$ cat src/rtl/midi_note_receiver.sv
// MIDI serial front end: 8N1 receiver plus channel Note On/Off parser driving a
// monophonic last-note-priority gate.
module midi_note_receiver #(
  parameter int         CLK_HZ  = 100000000,
  parameter int         BAUD    = 31250,
  parameter logic [3:0] CHANNEL = 4'd0
) (
  input  logic       clk,
  input  logic       rst_n,
  input  logic       midi_rx,
  output logic [7:0] midi_data,
  output logic       midi_valid,
  output logic [6:0] velocity,
  output logic       frame_error
);

  localparam int DIV = (CLK_HZ + BAUD / 2) / BAUD;
  localparam int CW  = $clog2(DIV);
  localparam logic [CW-1:0] FULL_LOAD = CW'(DIV - 1);
  localparam logic [CW-1:0] HALF_LOAD = CW'(DIV / 2 - 1);

  typedef enum logic [1:0] {RX_IDLE, RX_START, RX_DATA, RX_STOP} rx_state_t;

  logic          rx_meta, rx_sync, rx_prev;
  rx_state_t     rx_state;
  logic [CW-1:0] baud_cnt;
  logic [2:0]    bit_idx;
  logic [7:0]    rx_byte;
  logic          byte_done;

  logic          running, skip, two_byte, note_on, data_idx;
  logic [6:0]    note_buf;

  // Input synchronizer; rx_prev gives the falling-edge reference
  always_ff @(posedge clk or negedge rst_n) begin
    if (!rst_n) begin
      rx_meta <= 1'b1;
      rx_sync <= 1'b1;
      rx_prev <= 1'b1;
    end else begin
      rx_meta <= midi_rx;
      rx_sync <= rx_meta;
      rx_prev <= rx_sync;
    end
  end

  // Bit-centre sampling receiver
  always_ff @(posedge clk or negedge rst_n) begin
    if (!rst_n) begin
      rx_state    <= RX_IDLE;
      baud_cnt    <= '0;
      bit_idx     <= '0;
      rx_byte     <= '0;
      byte_done   <= 1'b0;
      frame_error <= 1'b0;
    end else begin
      byte_done   <= 1'b0;
      frame_error <= 1'b0;
      case (rx_state)
        RX_IDLE: begin
          if (rx_prev && !rx_sync) begin
            baud_cnt <= HALF_LOAD;
            rx_state <= RX_START;
          end
        end
        RX_START: begin
          if (baud_cnt == '0) begin
            if (rx_sync) begin
              rx_state <= RX_IDLE;
            end else begin
              baud_cnt <= FULL_LOAD;
              bit_idx  <= 3'd0;
              rx_state <= RX_DATA;
            end
          end else begin
            baud_cnt <= baud_cnt - 1'b1;
          end
        end
        RX_DATA: begin
          if (baud_cnt == '0) begin
            rx_byte  <= {rx_sync, rx_byte[7:1]};
            baud_cnt <= FULL_LOAD;
            if (bit_idx == 3'd7) begin
              rx_state <= RX_STOP;
            end else begin
              bit_idx <= bit_idx + 3'd1;
            end
          end else begin
            baud_cnt <= baud_cnt - 1'b1;
          end
        end
        RX_STOP: begin
          if (baud_cnt == '0) begin
            if (rx_sync) byte_done <= 1'b1;
            else         frame_error <= 1'b1;
            rx_state <= RX_IDLE;
          end else begin
            baud_cnt <= baud_cnt - 1'b1;
          end
        end
        default: rx_state <= RX_IDLE;
      endcase
    end
  end

  // Message parser; skipped messages still consume their data bytes so
  // running status stays aligned
  always_ff @(posedge clk or negedge rst_n) begin
    if (!rst_n) begin
      running    <= 1'b0;
      skip       <= 1'b0;
      two_byte   <= 1'b0;
      note_on    <= 1'b0;
      data_idx   <= 1'b0;
      note_buf   <= '0;
      midi_data  <= '0;
      midi_valid <= 1'b0;
      velocity   <= '0;
    end else if (byte_done) begin
      if (rx_byte[7]) begin
        if (rx_byte[7:4] == 4'hF) begin
          if (!rx_byte[3]) running <= 1'b0;
        end else begin
          running  <= 1'b1;
          data_idx <= 1'b0;
          note_on  <= (rx_byte[6:4] == 3'b001);
          skip     <= !((rx_byte[6:5] == 2'b00) && (rx_byte[3:0] == CHANNEL));
          two_byte <= !(rx_byte[6:5] == 2'b10);
        end
      end else if (running) begin
        if (!data_idx) begin
          note_buf <= rx_byte[6:0];
          data_idx <= two_byte;
        end else begin
          data_idx <= 1'b0;
          if (!skip) begin
            if (note_on && rx_byte[6:0] != 7'd0) begin
              midi_data  <= {1'b0, note_buf};
              velocity   <= rx_byte[6:0];
              midi_valid <= 1'b1;
            end else if (midi_valid && note_buf == midi_data[6:0]) begin
              midi_valid <= 1'b0;
            end
          end
        end
      end
    end
  end

endmodule

$ cat config.mk
export PLATFORM = sky130hd
export DESIGN_NAME = midi_note_receiver
export DESIGN_NICKNAME = d
export VERILOG_FILES = /design/src/rtl/midi_note_receiver.sv
export SDC_FILE = /design/constraint.sdc
export NUM_CORES = 1
export LEC_CHECK = 0
export ABC_CLOCK_PERIOD_IN_PS = 2240
export CORE_MARGIN = 2
export CORE_UTILIZATION = 35
export DETAILED_ROUTE_END_ITERATION = 7
export PLACE_DENSITY = 0.56
export SYNTH_ARGS = -nofsm -noshare
export SYNTH_HDL_FRONTEND = slang
export SYNTH_SLANG_ARGS = --single-unit
$ cat constraint.sdc
create_clock -name clk -period 2.24 [get_ports clk]
set_input_delay 0.448 -clock clk [delete_from_list [all_inputs] [get_ports clk]]
set_output_delay 0.448 -clock clk [all_outputs]
set_load 0.03 [all_outputs]
# Word-level counts from Yosys, hierarchy flattened
# Index checks and enable logic that the tools add are counted.
# W data, S select, Z words.
[op_classes]
n_addsub = 2
n_eq_ne = 19
muxes = 32
bitwise = 4
reduce_logical = 25
[op_table]
columns = ["op", "count"]
rows = [
  ["$mux W12", 5],
  ["$pmux W12 S4", 1],
  ["$ne A2 B2 Y1 const B", 10],
  ["$mux W1", 14],
  ["$logic_not A12 Y1", 1],
  ["$mux W2", 6],
  ["$mux W3", 4],
  ["$reduce_and A3 Y1", 4],
  ["$reduce_and A6 Y1", 2],
  ["$sub A12 B1 Y12 const B", 1],
  ["$reduce_and A5 Y1", 2],
  ["$pmux W2 S4", 1],
  ["$eq A7 B7 Y1", 1],
  ["$reduce_bool A7 Y1", 1],
  ["$eq A2 B2 Y1 const B", 3],
  ["$pmux W3 S2", 1],
  ["$reduce_bool A2 Y1", 3],
  ["$eq A4 B4 Y1 const B", 1],
  ["$logic_and A1 B1 Y1", 4],
  ["$logic_not A2 Y1", 2],
  ["$logic_not A4 Y1", 1],
  ["$not A1 Y1", 4],
  ["$reduce_and A4 Y1", 1],
  ["$add A3 B1 Y3 const B", 1],
  ["6 further kinds", 8],
]
[word_totals]
regBits = 57
output_inout_bits = 17
word_cells = 100

# Longest topological paths before layout
# Gate-level depths: netlist (run 1).
[logic_depth]
word_depth = 4
depth_mapped = 7
ltp_nobuf = 6

# Worst setup path after synthesis (run 1)
# No wires, ideal clock.
[synth_timing]
path_kind = "register to register"
start = "register baud_cnt[0]"
end = "register baud_cnt[1]"
setup_time_ns = 0.127
arrival_time_ns = 1.738
slack_ns = 0.375
stages_incl_launch_ff = 8
period_less_slack_ns = 1.865
path_cell_list = "dfrtp_1 > inv_1 > ha_1 > nor4b_4 > and4b_1 > or2_2 > buf_6 > mux2_1"
[synth_via]
elab_chain_cells = 3
[synth_rtl]
columns = ["element", "line", "source"]
rows = [
  ["from (decl)", "26", "logic [CW-1:0] baud_cnt;"],
  ["from (signal assigned)", "76", "baud_cnt <= baud_cnt - 1'b1;"],
  ["from (signal assigned)", "89", "baud_cnt <= baud_cnt - 1'b1;"],
  ["from (signal assigned)", "98", "baud_cnt <= baud_cnt - 1'b1;"],
  ["$sub A12 B1 Y12 or $logic_not A12 Y1 (tied branches)", "--", ""],
  ["$mux W12, or another cell as far along", "93", "if (baud_cnt == '0) begin"],
  ["$pmux W12 S4 or $reduce_and A3 Y1 (tied branches)", "--", ""],
]
# Parallel ways exist; a longest one is shown, timed or not. The select of a mux whose other input is x is not followed.
# A chain may end at the register's enable or synchronous reset.

# Final worst setup path (run 1)
[layout_timing]
start = "register baud_cnt[0]"
end = "register baud_cnt[0]"
# Same word-level chain as after synthesis.

==> run_results.csv, run 1 <==
group,metric,value,unit
synth,synthTopCellsByArea,"sky130_fd_sc_hd__dfrtp_1 (48%), sky130_fd_sc_hd__mux2_2 (11%), sky130_fd_sc_hd__ha_1 (4.0%), sky130_fd_sc_hd__dfstp_2 (2.8%), sky130_fd_sc_hd__xor2_1 (2.2%)",
synth,netlist-cell-type-count,55,
finish,design.final.nets,286,
detailed_routing,wirelength,5200,microns
global_routing,grt_overflow_total,0,
cts,cts_post_setup_buffers_inserted,0,
worst_setup_path,rrSetupSlack,0.19,ns
finish,diodes_inserted,0,
global_routing,grt_antenna_before_repair,0,
sta,timing_max_transition_violations_final,0,
cts,clk_root_buffer_cell,"sky130_fd_sc_hd__clkbuf_8",
synth,post_synth_instance_area,2820,sq um
synth,synth_area_leader_cell,"sky130_fd_sc_hd__dfrtp_1",
placement,placement.io_buffers,18,
worst_setup_path,worstRegToRegCells,6,
synth,synth_commonest_cells,"sky130_fd_sc_hd__dfrtp_1 (54), sky130_fd_sc_hd__mux2_2 (28), sky130_fd_sc_hd__inv_1 (13), sky130_fd_sc_hd__nor2_1 (13)",
detailed_routing,vias,1967,
synth,ys_seq_area_frac,0.507,
cts,cts_hold_buf,0,
worst_setup_path,worstPathMaxFanout,11,
worst_setup_path,timing_worst_setup_path_type,"flip-flop to flip-flop",
power_and_ir_drop,vdd.ir_drop.worst,962,uV
worst_setup_path,endpoint_kind,"flip-flop",
placement,detailed_place.area,3140,sq um
cts,clock_path_buffers,2,
power_and_ir_drop,power-per-cell-area,1050,nW/um^2
synth,synthFlopType,"sky130_fd_sc_hd__dfrtp_1",
synth,synthesis.nets,259,
finish,num-fill-cells,765,
cts,tritoncts.num_buffers,9,
cts,clkLatencyLatePin,0.34,ns
die,die_w,93.8,microns
synth,post_synth.cell_area_avg,11.4,sq um
synth,yosys_warnings,0,
sta,maxClockFrequency,487,MHz
worst_setup_path,worst_r2r_endpoint,"baud_cnt[0]$_DFFE_PN0P_",
detailed_routing,route.detailed.wl_per_inst,13.7,microns
die,design.portCount,20,
cts,ctsResizeCount,0,
sta,worst_pin_slew,0.631,ns
synth,area_share_of_the_leading_cell_type_in_the_synthesized_netlist,0.479,
placement,routability_driven_placement_congestion_ratio,0.835,
sta,report.final.setup_viol,0,
die,design.core.area,7770,sq um
cts,h-tree-depth,3,
worst_setup_path,required,2.46,ns
finish,areaGrowthSynthToFinish,19.5,%
global_routing,grt_start_max_net_pins,35,
run_status,outcome,"finished clean",
sta,worst_slew_margin_relative_to_its_limit,0.577,
synth,synthMostInstantiatedCell,"sky130_fd_sc_hd__dfrtp_1",
sta,timing.clock.skew,0.00891,ns
placement,hpwlAfterDp,3660,microns
flow_run,max-cap-violations,0,
sta,final_period_minus_worst_setup_slack,2.05,ns
synth,ys_seq_elements,57,
global_routing,grt_pass1_wl,9230,microns
synth,synth-edff-count,0,
cts,clkSinkCount,57,
global_routing,track_usage,0.136,
die,die_h,93.8,microns
worst_setup_path,cp.arrival,2.27,ns
synth,synthArstFlopShare,1.00,
cts,cts.clk_slew.worst_paths,0.07,ns
sta,setup_repair_after_global_routing_missed_its_margin,"false",
sta,final_min_period_over_clock_period,0.917,
finish,final_layout_size_suffix_gt1_frac,0.229,
die,dieArea,8800,sq um
die,initial_core_util,0.363,
worst_setup_path,timing.critical_path.from_type,"flip-flop",
synth,synthesis.instances,247,
detailed_routing,post-route-drc-count,0,
power_and_ir_drop,cellLeakagePower,1.60,nW
finish,cell_area_after_layout,3370,sq um
detailed_routing,viasPerCell,5.16,
cts,tritoncts_clock_tree,"yes",
global_routing,number_of_global_route_vias_before_repair,1904,
sta,timing.final.hold_violations,0,
worst_setup_path,r2r_start,"baud_cnt[0]$_DFFE_PN0P_",
sta,finalSetupTns,0,ns
die,core.rowCount,32,
hold_path,holdCritPathClass,"primary input to async pin",
worst_setup_path,crit_path_start,"baud_cnt[0]$_DFFE_PN0P_",
detailed_routing,dr.pass1.iters,4,
detailed_routing,detailedRoute.firstIterationViolations,66,
detailed_routing,postRouteAntennaNets,0,
cell families (layout without fill, tap and decap cells):
| group | count (synthesis) | in the layout | share of synthesized area |
|---|---|---|---|
| other | 1 | 1 | 0.00133 |
| flip-flops | 57 | 57 | 0.507 |
| AO/OA/AOI/OAI | 56 | 56 | 0.137 |
| multiplexers | 34 | 34 | 0.134 |
| adder cells (fa/ha/maj) | 9 | 9 | 0.0399 |
| buffers and inverters | 24 | 56 | 0.0386 |
| XOR/XNOR | 7 | 7 | 0.0217 |
| AND/OR/NAND/NOR | 59 | 59 | 0.120 |
area by class of cell:
type / instances / area (sq um) / area share
repair buffers: 27 / 255 / 0.0757
multi-input cells: 166 / 1280 / 0.380
clock inverters: 7 / 103 / 0.0304
inverters: 13 / 48.8 / 0.0145
flip-flops and latches: 57 / 1430 / 0.424
well taps: 102 / 128 / 0.0379
clock buffers: 9 / 124 / 0.0367
how the worst max path moves through the flow:
stage,endpoint
after global routing,baud_cnt[0]$_DFFE_PN0P_
after detailed placement,baud_cnt[0]$_DFFE_PN0P_
after global placement,baud_cnt[0]$_DFFE_PN0P_
final,baud_cnt[0]$_DFFE_PN0P_
after floorplan,baud_cnt[1]$_DFFE_PN0P_
after CTS,baud_cnt[0]$_DFFE_PN0P_
metrics by stage:
stage	utilization	instances	hold WS [ns]	power [mW]	setup WS [ns]
final	0.434	381	0.0982	3.52	0.185
after detailed placement	0.405	365	0.349	2.45	0.202
after CTS	0.434	381	0.109	3.56	0.190
after global routing	0.434	381	0.136	3.77	0.0453
after floorplan	-	247	0.152	2.15	0.375
after global placement	0.405	365	0.346	2.45	0.231
sequential cells by signal, indices dropped and copies added (netlist names), 3 cells and up, named ones only:
register	cells
baud_cnt	12
rx_byte	8
midi_data	7
note_buf	7
velocity	7
bit_idx	3
per-layer routing:
layer / GRT usage / part of all wire / wire [microns] / vias up
li1: - / - / - / 960
met1: 0.180 / 0.48 / 2480 / 962
met2: 0.202 / 0.47 / 2430 / 41
met3: 0.0465 / 0.043 / 224 / 4
met4: 0.0580 / 0.012 / 62 / 0
met5: 0 / 0 / 0 / -
placed cells by master, fill, tap and decap left out, types with 4 or more instances in the layout:
cell                              instances
sky130_fd_sc_hd__clkbuf_8                 9
sky130_fd_sc_hd__o21ai_0                 11
sky130_fd_sc_hd__a211oi_1                 4
sky130_fd_sc_hd__nor3_1                   6
sky130_fd_sc_hd__o31ai_1                  5
sky130_fd_sc_hd__nand2_1                 11
sky130_fd_sc_hd__clkdlybuf4s50_1         17
sky130_fd_sc_hd__nand3_1                  5
sky130_fd_sc_hd__xor2_1                   7
sky130_fd_sc_hd__nor2_1                  13
sky130_fd_sc_hd__a21oi_1                  5
sky130_fd_sc_hd__ha_1                     9
sky130_fd_sc_hd__nor4_1                   4
sky130_fd_sc_hd__mux2i_1                  4
sky130_fd_sc_hd__inv_1                   13
sky130_fd_sc_hd__buf_4                    8
sky130_fd_sc_hd__a31oi_1                  8
sky130_fd_sc_hd__dfrtp_1                 54
sky130_fd_sc_hd__mux2_2                  28
critical path: stages, from the launching register on:
cell and delay, ns:
sky130_fd_sc_hd__dfrtp_1 0.41, sky130_fd_sc_hd__inv_1 0.10, sky130_fd_sc_hd__ha_1 0.14, sky130_fd_sc_hd__nor4b_4 0.37, sky130_fd_sc_hd__and4b_1 0.27, sky130_fd_sc_hd__or2_2 0.27, sky130_fd_sc_hd__mux2_2 0.37
report_power, final:
group          switching, mW  internal, mW
clock                  0.449         0.637
sequential             0.127          1.14
combinational          0.665         0.504
(Power assumes the default switching activity.)
==> inputs of run 2 (changes only) <==
--- a/config.mk
+++ b/config.mk
@@ -6,7 +6,7 @@
 export NUM_CORES = 1
 export LEC_CHECK = 0
 export ABC_CLOCK_PERIOD_IN_PS = 2240
-export CORE_MARGIN = 2
+export CORE_MARGIN = 3
 export CORE_UTILIZATION = 35
 export DETAILED_ROUTE_END_ITERATION = 7
 export PLACE_DENSITY = 0.56
==> run 2 against run 1 <==
- total power barely moved
- sequential power hardly changed
- die area up 4.3%
- register-to-register slack worse by 0.03 ns
- final cell count is 1.0% higher
- sequential share of layout area fell by 0.30 points
- non-clock buffer count is 4 higher
- largest cell class unchanged
==> run_results.csv, run 2 (same netlist as run 1, synthesis figures left out) <==
group,metric,value,unit
placement,detailed_place.area,3170,sq um
worst_setup_path,timing.critical_path.from_type,"flip-flop",
worst_setup_path,required,2.47,ns
worst_setup_path,endpoint_kind,"flip-flop",
sta,worst_slew_margin_relative_to_its_limit,0.623,
hold_path,holdCritPathClass,"primary input to async pin",
global_routing,grt_start_max_net_pins,58,
finish,finish.utilization,0.437,
cts,h-tree-depth,3,
finish,largest-register,"baud_cnt",
placement,place_ws,0.165,ns
sta,final_min_period_over_clock_period,0.929,
cts,clock_path_buffers,2,
placement,routability_driven_placement_congestion_ratio,0.841,
sta,final_period_minus_worst_setup_slack,2.08,ns
detailed_routing,viasPerCell,5.15,
die,initial_core_util,0.363,
detailed_routing,dr.pass1.iters,4,
power_and_ir_drop,vdd.ir_drop.worst,608,uV
die,die_h,95.8,microns
run_status,outcome,"finished clean",
sta,maxClockFrequency,481,MHz
finish,mostFrequentLayoutCell,"sky130_fd_sc_hd__dfrtp_1",
power_and_ir_drop,power,3.52,mW
worst_setup_path,worst_r2r_endpoint,"baud_cnt[0]$_DFFE_PN0P_",
die,dieArea,9170,sq um
worst_setup_path,worstPathMaxFanout,11,
sta,report.final.setup_viol,0,
finish,design.final.nets,290,
finish,diodes_inserted,0,
global_routing,grt_antenna_before_repair,0,
sta,layout_setup_ws,0.160,ns
sta,finalSetupTns,0,ns
sta,timing_max_transition_violations_final,0,
sta,setup_repair_after_global_routing_missed_its_margin,"false",
power_and_ir_drop,power-per-cell-area,1040,nW/um^2
sta,timing.final.hold_violations,0,
worst_setup_path,worstRegToRegCells,6,
detailed_routing,post-route-drc-count,0,
detailed_routing,vias,1984,
cts,tritoncts.num_buffers,9,
placement,placement.io_buffers,18,
cts,tritoncts_clock_tree,"yes",
detailed_routing,detailedRoute.firstIterationViolations,74,
finish,final_layout_size_suffix_gt1_frac,0.237,
finish,largest_register_ffs,12,
die,die_w,95.8,microns
finish,mostFrequentLayoutCells,"sky130_fd_sc_hd__dfrtp_1 (54), sky130_fd_sc_hd__mux2_2 (28), sky130_fd_sc_hd__clkdlybuf4s50_1 (17)",
sta,timing.clock.skew,0.00978,ns
sta,worst_pin_slew,0.559,ns
flow_run,max-cap-violations,0,
global_routing,number_of_global_route_vias_before_repair,1919,
die,core.rowCount,32,
detailed_routing,route.detailed.wl_per_inst,13.9,microns
global_routing,grt_overflow_total,0,
cts,cts.clk_slew.worst_paths,0.07,ns
global_routing,track_usage,0.134,
placement,hpwlAfterDp,3650,microns
die,design.core.area,7770,sq um
cts,clkSinkCount,57,
worst_setup_path,rrSetupSlack,0.16,ns
finish,cell_area_after_layout,3390,sq um
power_and_ir_drop,cellLeakagePower,1.62,nW
cts,clkLatencyLatePin,0.34,ns
worst_setup_path,timing_worst_setup_path_type,"flip-flop to flip-flop",
finish,areaGrowthSynthToFinish,20.3,%
global_routing,grt_pass1_wl,9350,microns
die,design.portCount,20,
detailed_routing,wirelength,5370,microns
worst_setup_path,r2r_start,"baud_cnt[0]$_DFFE_PN0P_",
finish,reg_top3,"baud_cnt x12, rx_byte x8",
worst_setup_path,cp.arrival,2.31,ns
detailed_routing,postRouteAntennaNets,0,
cts,clk_root_buffer_cell,"sky130_fd_sc_hd__clkbuf_8",
-- run 2: cell types whose count changed in the layout (fill, tap and decap cells not counted) --
| cell | before | now |
|---|---|---|
| sky130_fd_sc_hd__clkbuf_8 | 9 | 10 |
| sky130_fd_sc_hd__clkbuf_1 | 0 | 1 |
| sky130_fd_sc_hd__buf_4 | 8 | 12 |
| sky130_fd_sc_hd__clkinv_4 | 2 | 1 |
| sky130_fd_sc_hd__clkinvlp_4 | 1 | 0 |
| sky130_fd_sc_hd__clkinv_2 | 0 | 2 |
| sky130_fd_sc_hd__inv_6 | 2 | 0 |
-- run 2: how the worst max path moves through the flow --
stage          cells after the start                     from                 endpoint
2_1_floorplan                      7  baud_cnt[0]$_DFFE_PN0P_  baud_cnt[1]$_DFFE_PN0P_
3_3_place_gp                       6  baud_cnt[0]$_DFFE_PN0P_  baud_cnt[0]$_DFFE_PN0P_
3_5_place_dp                       6  baud_cnt[0]$_DFFE_PN0P_  baud_cnt[0]$_DFFE_PN0P_
4_1_cts                            6  baud_cnt[0]$_DFFE_PN0P_  baud_cnt[0]$_DFFE_PN0P_
5_1_grt                            6  baud_cnt[0]$_DFFE_PN0P_  baud_cnt[0]$_DFFE_PN0P_
6_report                           6  baud_cnt[0]$_DFFE_PN0P_  baud_cnt[0]$_DFFE_PN0P_
-- run 2: what timing repair did --
item,CTS,global route
hold buffers,0,0
resized for setup,0,0
setup buffers,0,1
setup endpoints to repair,0,1
-- run 2: stage by stage --
stage / std cells / hold slack (ns)
finish: 385 / 0.107
global route: 385 / 0.115
CTS: 384 / 0.109
detailed placement: 368 / 0.347
global placement: 368 / 0.346
floorplan: 247 / 0.152
-- run 2: layer usage --
layer / GRT usage / part of all wire / vias to the layer above
met4: 0.0533 / 0.018 / 0
li1: - / - / 972
met1: 0.171 / 0.48 / 971
met3: 0.0493 / 0.042 / 10
met2: 0.207 / 0.46 / 31
met5: 0 / 0 / -
-- run 2: worst max-delay path, cell delays in order (launching register included) --
cell	delay [ns]
sky130_fd_sc_hd__dfrtp_1	0.42
sky130_fd_sc_hd__inv_1	0.09
sky130_fd_sc_hd__ha_1	0.14
sky130_fd_sc_hd__nor4b_4	0.38
sky130_fd_sc_hd__and4b_1	0.30
sky130_fd_sc_hd__or2_2	0.27
sky130_fd_sc_hd__mux2_2	0.37
-- run 2: power breakdown --
part           switching (mW)  internal (mW)
Combinational           0.661          0.515
Clock                   0.415          0.655
Sequential              0.135           1.14
-- run 2: final cells by class --
| cell class | count | area [sq um] |
|---|---|---|
| tap | 102 | 128 |
| multi-input combinational | 166 | 1280 |
| sequential | 57 | 1430 |
| inverter | 13 | 48.8 |
| clock inverter | 5 | 78.8 |
| fill | 750 | 4370 |
| timing repair buffer | 31 | 285 |
| clock buffer | 11 | 141 |
